==> src/rtl/pipe_mux_nw.sv <==
// pipe_mux_nw: pipelined NCH x WIDTH mux, radix-4 two-level tree with
// a register after each level and valid/ready flow control.
// Ports: clk, rst (sync, active high); in_data/in_valid/in_ready/sel/mode
// in; out_data/out_ch/out_valid out, out_ready in.
// Optional scan sequencer built when PIPE_MUX_SCAN_EN is defined.
module pipe_mux_nw #(
   parameter int WIDTH = 8,
   parameter int NCH   = 16,
   parameter int SELW  = 4
) (
   input  logic                   clk,
   input  logic                   rst,
   input  logic [NCH*WIDTH-1:0]   in_data,
   input  logic                   in_valid,
   output logic                   in_ready,
   input  logic [SELW-1:0]        sel,
   input  logic                   mode,
   output logic [WIDTH-1:0]       out_data,
   output logic [SELW-1:0]        out_ch,
   output logic                   out_valid,
   input  logic                   out_ready
);

   localparam int NG = NCH / 4;

   logic                      adv1;
   logic                      adv2;
   logic                      acc;
   logic [SELW-1:0]           ch;

   logic                      v1_q, v1_d;
   logic [SELW-1:0]           ch1_q, ch1_d;
   logic [NG-1:0][WIDTH-1:0]  grp_q, grp_d;

   logic                      v2_q, v2_d;
   logic [SELW-1:0]           och_q, och_d;
   logic [WIDTH-1:0]          od_q, od_d;
   logic [WIDTH-1:0]          lvl2;

   // Bubble-collapsing: a stage may load when empty or when the stage
   // after it is moving, so out_ready reaches in_ready combinationally.
   assign adv2     = !v2_q || out_ready;
   assign adv1     = !v1_q || adv2;
   assign in_ready = adv1;
   assign acc      = in_valid && adv1;

`ifdef PIPE_MUX_SCAN_EN
   logic [SELW-1:0] scan_q, scan_d;

   always_comb begin
      scan_d = scan_q;
      if (acc && mode) begin
         if (scan_q == SELW'(NCH - 1))
            scan_d = '0;
         else
            scan_d = scan_q + 1'b1;
      end
   end

   always_ff @(posedge clk) begin
      if (rst)
         scan_q <= '0;
      else
         scan_q <= scan_d;
   end

   assign ch = mode ? scan_q : sel;
`else
   logic unused_mode;
   assign unused_mode = mode;
   assign ch          = sel;
`endif

   // Level 1: each group of four picks its member with ch[1:0].
   // Data only loads on an accepted beat.
   always_comb begin
      v1_d  = v1_q;
      ch1_d = ch1_q;
      grp_d = grp_q;
      if (adv1)
         v1_d = in_valid;
      if (acc) begin
         ch1_d = ch;
         for (int g = 0; g < NG; g++) begin
            for (int j = 0; j < 4; j++) begin
               if (ch[1:0] == 2'(j))
                  grp_d[g] = in_data[(4*g+j)*WIDTH +: WIDTH];
            end
         end
      end
   end

   // Level 2: pick the group by the upper select bits. A group index
   // past the last group (ch >= NCH) matches nothing and yields zero.
   always_comb begin
      lvl2 = '0;
      for (int g = 0; g < NG; g++) begin
         if ((ch1_q >> 2) == SELW'(g))
            lvl2 = grp_q[g];
      end
   end

   always_comb begin
      v2_d  = v2_q;
      och_d = och_q;
      od_d  = od_q;
      if (adv2) begin
         v2_d = v1_q;
         if (v1_q) begin
            och_d = ch1_q;
            od_d  = lvl2;
         end
      end
   end

   always_ff @(posedge clk) begin
      if (rst) begin
         v1_q  <= 1'b0;
         ch1_q <= '0;
         grp_q <= '0;
         v2_q  <= 1'b0;
         och_q <= '0;
         od_q  <= '0;
      end else begin
         v1_q  <= v1_d;
         ch1_q <= ch1_d;
         grp_q <= grp_d;
         v2_q  <= v2_d;
         och_q <= och_d;
         od_q  <= od_d;
      end
   end

   assign out_data  = od_q;
   assign out_ch    = och_q;
   assign out_valid = v2_q;

endmodule

==> config.mk <==
export PLATFORM = sky130hd
export DESIGN_NAME = pipe_mux_nw
export DESIGN_NICKNAME = d
export VERILOG_FILES = /design/src/rtl/pipe_mux_nw.sv
export SDC_FILE = /design/constraint.sdc
export NUM_CORES = 1
export LEC_CHECK = 0
export BUFFER_PORTS_ARGS = -buffer_cell sky130_fd_sc_hd__buf_2
export CAP_MARGIN = 20
export CORE_UTILIZATION = 40
export CTS_BUF_LIST = sky130_fd_sc_hd__clkbuf_8
export DETAILED_ROUTE_END_ITERATION = 16
export GPL_ROUTABILITY_DRIVEN = 0
export PLACE_DENSITY = 0.82
export SLEW_MARGIN = 15
export SYNTH_ARGS = -nofsm -noshare
export SYNTH_HDL_FRONTEND = slang
export SYNTH_SLANG_ARGS = --single-unit
==> constraint.sdc <==
create_clock -name clk -period 2.5 [get_ports clk]
set_input_delay 0 -clock clk [delete_from_list [all_inputs] [get_ports clk]]
set_output_delay 0 -clock clk [all_outputs]
set_load 0.01 [all_outputs]
==> impl_metrics.yaml, run 1 <==
yosys:
  synth_top_area_cell: "dfxtp_1"
  async_flop_share_pct: 0
  synthSimpleGateAreaFrac_pct: 4.229
  yosysSeqAreaShare_pct: 37.59
  ys_types: 20
  synth_cells: 202
  synth.most_common_cell: "dfxtp_1"
  synth_top_family_by_area: "multiplexers"
  synthTopCellsByCount: "dfxtp_1, mux4_2, a22o_1"
  synthMuxAreaShare_pct: 33.83
  syn_avg_cell_area_sq_um: 13.18
  synth_area_sq_mm: 0.002663
  yosys-top-cells-area: "dfxtp_1, mux4_2, a22o_1"
  synth_xor_area_share_pct: 0
  syn-num-nets: 339
  ys_warn_count: 0
  dominantRegCellSynth: "dfxtp_1"
  synthAdderAreaFrac_pct: 0
  synth_edf_count: 0
  synth_top_area_share_pct: 37.59
  synth-seq-cells: 50
  synth_compound_area_share_pct: 17.53
drt:
  first_pass_iters: 4
  wirelength_met1_mm: 2.481
  wire_per_inst_um: 15.92
  vias_per_cell: 5.539
  ant_nets: 0
  route.met3.wl_um: 388
  wl_met2_mm: 3.579
  highest_layer: "met4"
  via_count: 2321
  routed_wl_mm: 6.670
  drt-initial-drc-count: 70
  drc: 0
setup_path:
  path_cells: "and3b_2 -> inv_2 -> a21oi_4 -> a22o_1"
  reg2regPathDepth: 4
  slowest_delay_ns: 0.66
  crit_path_end_kind: "flop"
  reg2reg_slack_ns: 0.75
  worstSetupPathType: "reg -> reg"
  slowest_stage: "a21oi_4"
  startpoint_type: "flop"
  cp_top_family: "compound AO/OA/AOI/OAI gates"
  crit_arrival_ns: 1.99
  path_buf_inv: 1
  r2r-end: "grp_q[3]"
  critPathMaxFanout: 32
  cp.depth: 4
  required_ns: 2.74
  r2r_start: "out_valid"
cts:
  clockBufferDepth: 2
  tritoncts: "done"
  htree_levels: 2
  cts_resized: 0
  insertion_delay_ns: 0.29
  clk_root_buffer_cell: "clkbuf_8"
  cts_made_buffers: 5
  path_clk_slew_ns: 0.10
  cts_sinks: 50
floorplanning:
  die_area_sq_mm: 0.006986
  die_h_um: 83.59
  core_sq_mm: 0.006386
  pin_count: 151
  start_util_pct: 41.69
  die_x_um: 83.59
  rows: 29
run:
  drv_cap: 0
sta:
  slew_headroom_pct: 46.18
  period_needed_ns: 1.754
  worstMarginPinSlew_ns: 0.8055
  tns_ns: 0
  slew_violations: 0
  hold_slack_ns: 0.01810
  setup_viol: 0
  hold_viol_final: 0
  clock_skew_ns: 0.009074
  rsz0062_at_grt: "no"
  fin_crit_sh_pct: 70.16
  fmax_mhz: 570.1
finish:
  drive_gt1_share_pct: 60.23
  final_core_util_pct: 54.60
  n_antenna_cell: 0
  area_growth_pct: 30.97
  final_nets: 478
min_path:
  min_path_cells: 3
  hold_start: "sel[2]"
  hold_path_end: "ch1_q[2]"
  min_path_type: "in -> reg"
global_route:
  antenna_found_initial: 0
  overflow: 0
  grt_pass1_vias: 2398
  grt_max_degree: 34
  grt_pass1_wl_mm: 10.94
  grtUsageTotal_pct: 19.94
power:
  p_per_area_mw_per_mm2: 489.9
  p_leak_nw: 1.529
  vdd_drop_max_mv: 0.2613
place:
  portBuffers: 149
  dp_hpwl_mm: 5.353
status:
  status: "finished clean"
-- flip-flops by register name, indices dropped and copies added (netlist names) --
register   flops
out_data       8
grp_q         32
v1_q           1
out_ch         4
out_valid      1
ch1_q          4
-- area by class of cell --
cell class                      instances  area [sq um]
Clock buffer                            5         68.82
Clock inverter                          3         25.02
Fill cell                             582          2899
Inverter                                3         11.26
Multi-Input combinational cell        127          1486
Sequential cell                        50          1001
Tap cell                               77         96.34
Timing Repair Buffer                  154         798.3
-- metal layers --
metal / vias up / GRT usage, %
met5: - / 0
met4: 0 / 7.858
met3: 20 / 5.143
met2: 107 / 37.32
met1: 1093 / 21.17
li1: 1101 / -
-- how the worst max path moves through the flow --
stage                    from     endpoint
finish              out_valid     grp_q[3]
global route        out_valid     grp_q[3]
detailed placement  out_valid     grp_q[3]
floorplan            ch1_q[2]  out_data[7]
global placement    out_valid     grp_q[0]
CTS                 out_valid     grp_q[3]
-- placed cells by master (no fill, tap or decap), drive strengths merged --
| cell | count |
|---|---|
| nor3 | 1 |
| a22o | 32 |
| clkbuf | 5 |
| mux4 | 40 |
| dlygate4sd3 | 1 |
| buf | 153 |
| inv | 4 |
| o21ai | 16 |
| nor2b | 1 |
| nand3 | 16 |
| and3b | 1 |
| dfxtp | 50 |
| a21oi | 19 |
| nand2b | 1 |
| clkinv | 1 |
| clkinvlp | 1 |
-- timing repair --
item / in CTS / in global routing
setup buffers: 0 / 0
endpoints found under the hold margin: 1 / 0
hold buffers: 1 / 0
-- logic make-up after synthesis --
| logic type | after synthesis |
|---|---|
| AOI/OAI and AO/OA | 67 |
| buffers and inverters | 25 |
| DFF | 50 |
| muxes | 40 |
| and+or+nand+nor | 20 |
-- per-stage QoR --
step	power [mW]	instance area, sq um	cells	worst slack (ns)
2_1_floorplan	1.122	2663	202	1.177
3_3_place_gp	1.248	3383	410	0.8359
3_5_place_dp	1.261	3383	410	0.7606
4_1_cts	1.727	3487	419	0.7351
5_1_grt	1.792	3487	419	0.6291
6_report	1.708	3487	419	0.7460
-- worst reg2reg max path: stages, from the launching register on --
cell	delay, ns
dfxtp_1	0.38
and3b_2	0.28
inv_2	0.11
a21oi_4	0.66
a22o_1	0.27
-- power breakdown --
group,switching [mW],total [mW],internal (mW),leakage (nW)
Combinational,0.135,0.360,0.225,1.07
Sequential,0.0326,0.880,0.847,0.411
Clock,0.267,0.469,0.202,0.0447
Total,0.434,1.71,1.27,1.53
Note: power is estimated with default switching activity, not from simulation.
==> run 2, diff against run 1 <==
Settings changed: ABC_AREA set to 1, PLACE_DENSITY 0.82 to 0.78.
Clock period 2.5 ns to 1.8 ns, I/O delays scaled along.
==> impl_metrics.yaml, run 2 <==
floorplanning:
  die_area_sq_mm: 0.008488
  core_sq_mm: 0.007807
  die_x_um: 92.13
  rows: 32
  die_h_um: 92.13
  start_util_pct: 41.62
  pin_count: 151
yosys:
  synth_top_area_cell: "dfxtp_1"
  synth_top_area_share_pct: 30.80
  syn_avg_cell_area_sq_um: 5.855
  yosysSeqAreaShare_pct: 30.80
  synth-seq-cells: 50
  synth.most_common_cell: "nand2_1"
  async_flop_share_pct: 0
  synth_cells: 555
  ys_types: 18
  syn-num-nets: 692
  yosys-top-cells-area: "dfxtp_1, nand2_1, nand3_1"
  dominantRegCellSynth: "dfxtp_1"
  synth_edf_count: 0
  ys_warn_count: 0
  synth_area_sq_mm: 0.003249
  synthTopCellsByCount: "nand2_1, nor2_1, inv_1, nand3_1, dfxtp_1"
global_route:
  grtUsageTotal_pct: 21.82
  grt_pass1_vias: 3291
  antenna_found_initial: 0
  overflow: 0
  grt_pass1_wl_mm: 15.01
  grt_max_degree: 71
status:
  status: "finished clean"
sta:
  hold_slack_ns: 0.06142
  setup_viol: 0
  clock_skew_ns: 0.009186
  worstMarginPinSlew_ns: 0.5772
  slew_headroom_pct: 61.39
  slew_violations: 0
  rsz0062_at_grt: "no"
  fin_crit_sh_pct: 86.76
  fmax_mhz: 640.3
  hold_viol_final: 0
  period_needed_ns: 1.562
  tns_ns: 0
drt:
  drc: 0
  vias_per_cell: 4.926
  drt-initial-drc-count: 247
  ant_nets: 0
  wire_per_inst_um: 11.91
  routed_wl_mm: 9.372
  via_count: 3877
  first_pass_iters: 5
cts:
  path_clk_slew_ns: 0.09
  clk_root_buffer_cell: "clkbuf_8"
  insertion_delay_ns: 0.31
  clockBufferDepth: 2
  cts_setup_buffers: 0
  tritoncts: "done"
  cts_resized: 0
  htree_levels: 2
  cts_sinks: 50
  cts_made_buffers: 5
setup_path:
  cp_top_family: "simple AND/OR/NAND/NOR gates"
  critPathMaxFanout: 11
  path_buf_inv: 1
  cp.depth: 5
  crit_end: "out_data[5]"
  reg2reg_slack_ns: 0.24
  crit_arrival_ns: 1.80
  path_cells: "inv_1 -> nor2_1 -> nand2_1 -> and3_1 -> a21oi_1"
  r2r-end: "out_data[5]"
  slowest_stage: "dfxtp_1"
  crit_path_end_kind: "flop"
  reg2regPathDepth: 5
  slowest_delay_ns: 0.55
  r2r_start: "ch1_q[2]"
  startpoint_type: "flop"
  critPathLaunch: "ch1_q[2]"
  required_ns: 2.04
  worstSetupPathType: "reg -> reg"
place:
  portBuffers: 149
  postPlaceCellArea_sq_mm: 0.004000
  dp_hpwl_mm: 7.183
finish:
  final_common_cell: "nand2_1"
  multi_input_area_sq_mm: 0.001797
  fin_area_sq_mm: 0.004121
  final_nets: 821
  area_growth_pct: 26.84
  top_register: "grp_q"
  drive_gt1_share_pct: 25.99
  regArea_sq_mm: 0.001001
  n_fill_cell: 816
  mostFrequentLayoutCells: "nand2_1, buf_2, nor2_1, inv_1, nand3_1"
  largest_reg_flops: 32
  n_antenna_cell: 0
power:
  vdd_drop_max_mv: 0.3172
  p_per_area_mw_per_mm2: 624.3
  p_leak_nw: 2.231
  design_power_total_mw: 2.573
run:
  drv_cap: 0
min_path:
  min_path_type: "in -> reg"
## run 2: cell types whose count changed in the layout (fill, tap and decap cells not counted), sizes merged, moves of 2 or more
cell	change
nand2	+154
nor2	+71
inv	+62
nand3	+49
mux4	-40
a22o	-32
o21ai	+32
a21oi	+29
a31oi	+8
and3	+8
buf	+4
dlygate4sd3	+2
## run 2: what timing repair did
item | CTS | global route
endpoints found under the hold margin | 3 | 0
hold buffers | 3 | 0
endpoints found under the setup margin | 0 | 0
## run 2: power by group
group / internal (mW) / switching, mW / leakage [nW]
Clock: 0.305 / 0.350 / 0.0524
Sequential: 1.19 / 0.0555 / 0.413
Combinational: 0.293 / 0.382 / 1.77
Total: 1.78 / 0.788 / 2.23
## run 2: tightest hold or removal path, stage by stage
cell,delay (ns)
buf_2,0.13
inv_1,0.12
a21oi_1,0.08
## run 2: how the worst min path moves through the flow
stage	from	endpoint	slack, ns	cells past startpoint
2_1_floorplan	out_ready	in_ready	0.16	2
3_3_place_gp	out_ready	out_valid	0.29	4
3_5_place_dp	sel[2]	ch1_q[2]	0.29	3
4_1_cts	sel[0]	ch1_q[0]	0.03	3
5_1_grt	sel[0]	ch1_q[0]	0.06	3
6_report	sel[0]	ch1_q[0]	0.06	3
## run 2: kinds of logic (layout without fill, tap and decap cells)
| group | after synthesis | after routing | synth area share, % |
|---|---|---|---|
| buffers and inverters | 103 | 233 | 13.98 |
| AO/OA/AOI/OAI | 104 | 104 | 17.37 |
| flip-flops | 50 | 50 | 30.80 |
| AND/OR/NAND/NOR | 298 | 298 | 37.85 |
## run 2: routing by layer
layer / global-route usage, % / up-vias / wire length (um)
met5: 0 / - / 0
met1: 31.22 / 1696 / 4373
met4: 5.078 / 0 / 117
met2: 34.51 / 161 / 4273
li1: - / 2010 / -
met3: 2.985 / 10 / 608
## run 2: final cells by class
| class | count | share of cell area, % |
|---|---|---|
| well taps | 102 | 3.097 |
| repair buffers | 160 | 20.89 |
| inverters | 65 | 5.920 |
| flip-flops and latches | 50 | 24.29 |
| multi-input cells | 402 | 43.59 |
| clock buffers | 6 | 2.004 |
| clock inverters | 2 | 0.2125 |
## run 2: per-stage QoR
stage	instances	worst slack [ns]	util [%]
after CTS	787	0.2546	52.79
after global routing	787	0.05006	52.79
final	787	0.2384	52.79
after detailed placement	776	0.2680	51.23
after floorplan	555	0.4829	-
after global placement	776	0.3369	51.23
==> run 3, diff against run 2 <==
Settings changed: PLACE_DENSITY 0.78 to 0.81.
Clock period 1.8 ns to 1.3 ns, I/O delays scaled along.
==> impl_metrics.yaml, run 3 (synthesis results as in run 2) <==
status:
  status: "finished clean"
finish:
  n_antenna_cell: 0
  fin_cells: 795
  mostFrequentLayoutCells: "nand2_1, buf_2, nor2_1, inv_1, nand3_1"
  top_register: "grp_q"
  area_growth_pct: 30.92
  n_fill_cell: 815
  final_core_util_pct: 54.49
  fin_area_sq_mm: 0.004254
  drive_gt1_share_pct: 27.56
  final_common_cell: "nand2_1"
  final_nets: 829
  largest_reg_flops: 32
setup_path:
  crit_arrival_ns: 1.42
  required_ns: 1.53
  crit_path_end_kind: "flop"
  worstSetupPathType: "in -> reg"
  critPathMaxFanout: 25
  startpoint_type: "input port"
place:
  postPlaceCellArea_sq_mm: 0.004093
  dp_hpwl_mm: 7.601
  place_inst: 785
  portBuffers: 149
sta:
  slew_violations: 0
  tns_ns: 0
  hold_viol_final: 0
  fmax_mhz: 845.0
  setup_viol: 0
  rsz0062_at_grt: "no"
  clock_skew_ns: 0.01259
  period_needed_ns: 1.183
  worstMarginPinSlew_ns: 0.4071
  slew_headroom_pct: 72.86
  fin_crit_sh_pct: 91.04
floorplanning:
  start_util_pct: 41.62
  die_x_um: 92.13
  die_h_um: 92.13
  rows: 32
  pin_count: 151
  die_area_sq_mm: 0.008488
  core_sq_mm: 0.007807
drt:
  via_count: 3965
  routed_wl_mm: 9.829
  ant_nets: 0
  vias_per_cell: 4.987
  drt-initial-drc-count: 241
  first_pass_iters: 5
  drc: 0
  wire_per_inst_um: 12.36
global_route:
  grtUsageTotal_pct: 22.39
  grt_max_degree: 50
  grt_pass1_vias: 3485
  antenna_found_initial: 0
  overflow: 0
  grt_pass1_wl_mm: 15.19
cts:
  path_clk_slew_ns: 0.09
  cts_setup_buffers: 0
  htree_levels: 2
  cts_sinks: 50
  clockBufferDepth: 2
  tritoncts: "done"
  cts_made_buffers: 5
  insertion_delay_ns: 0.31
  clk_root_buffer_cell: "clkbuf_8"
power:
  p_leak_nw: 2.295
  design_power_total_mw: 3.792
  vdd_drop_max_mv: 0.4299
  p_per_area_mw_per_mm2: 891.4
min_path:
  min_path_type: "in -> reg"
run:
  drv_cap: 0
==> run 3: changes by cell type in the layout (fill, tap and decap cells not counted), sizes merged <==
| cell | before | now |
|---|---|---|
| buf | 157 | 166 |
| dlygate4sd3 | 3 | 1 |
| bufinv | 0 | 1 |
| clkinvlp | 0 | 1 |
| clkinv | 1 | 0 |
==> run 3: worst paths after layout <==
check	start	end	slack, ns	depth (start not counted)
setup / recovery	out_ready	ch1_q[3]	0.12	8
hold / removal	sel[2]	ch1_q[2]	0.02	3
setup reg to reg	out_valid	ch1_q[3]	0.14	5
hold reg to reg	grp_q[7]	grp_q[7]	0.47	2
==> run 3: power breakdown <==
group,leakage (nW),switching (mW),internal (mW)
sequential,0.413,0.0691,1.65
combinational,1.83,0.555,0.441
clock,0.0556,0.514,0.566
==> run 3: final cells by class <==
type	count	area, sq um	area share, %
clock buffers	5	68.82	1.618
clock inverters	3	41.29	0.9706
inverters	65	244.0	5.735
multi-input cells	402	1807	42.47
flip-flops and latches	50	1003	23.59
well taps	102	127.6	3.000
repair buffers	168	962.2	22.62
==> run 3: metal layers <==
| layer | vias to the layer above | GRT usage (%) | part of all wire, % |
|---|---|---|---|
| met3 | 24 | 2.819 | 6.3 |
| met2 | 178 | 37.38 | 47 |
| met5 | - | 0 | 0 |
| met4 | 0 | 8.333 | 2.7 |
| met1 | 1736 | 29.38 | 44 |
| li1 | 2027 | - | - |
==> run 3: worst max-delay path: stages <==
cell and delay [ns]:
dlygate4sd3_1 0.53, buf_2 0.12, inv_1 0.07, nand3_2 0.11, nand2_4 0.14, buf_12 0.17, o21ai_0 0.09, a21oi_1 0.18
==> run 3: stage by stage <==
step / hold slack (ns) / setup slack [ns]
finish: 0.02146 / 0.1165
global route: 0.07039 / 0.01815
CTS: 0.02287 / 0.05010
detailed placement: 0.3041 / 0.1123
global placement: 0.2856 / 0.1394
floorplan: 0.1591 / 0.04570
==> run 3: timing repair <==
item | 4_1_cts | 5_1_grt
hold endpoints to repair | 1 | 0
resized for setup | 0 | 5
hold buffers | 1 | 0
endpoints found under the setup margin | 0 | 21
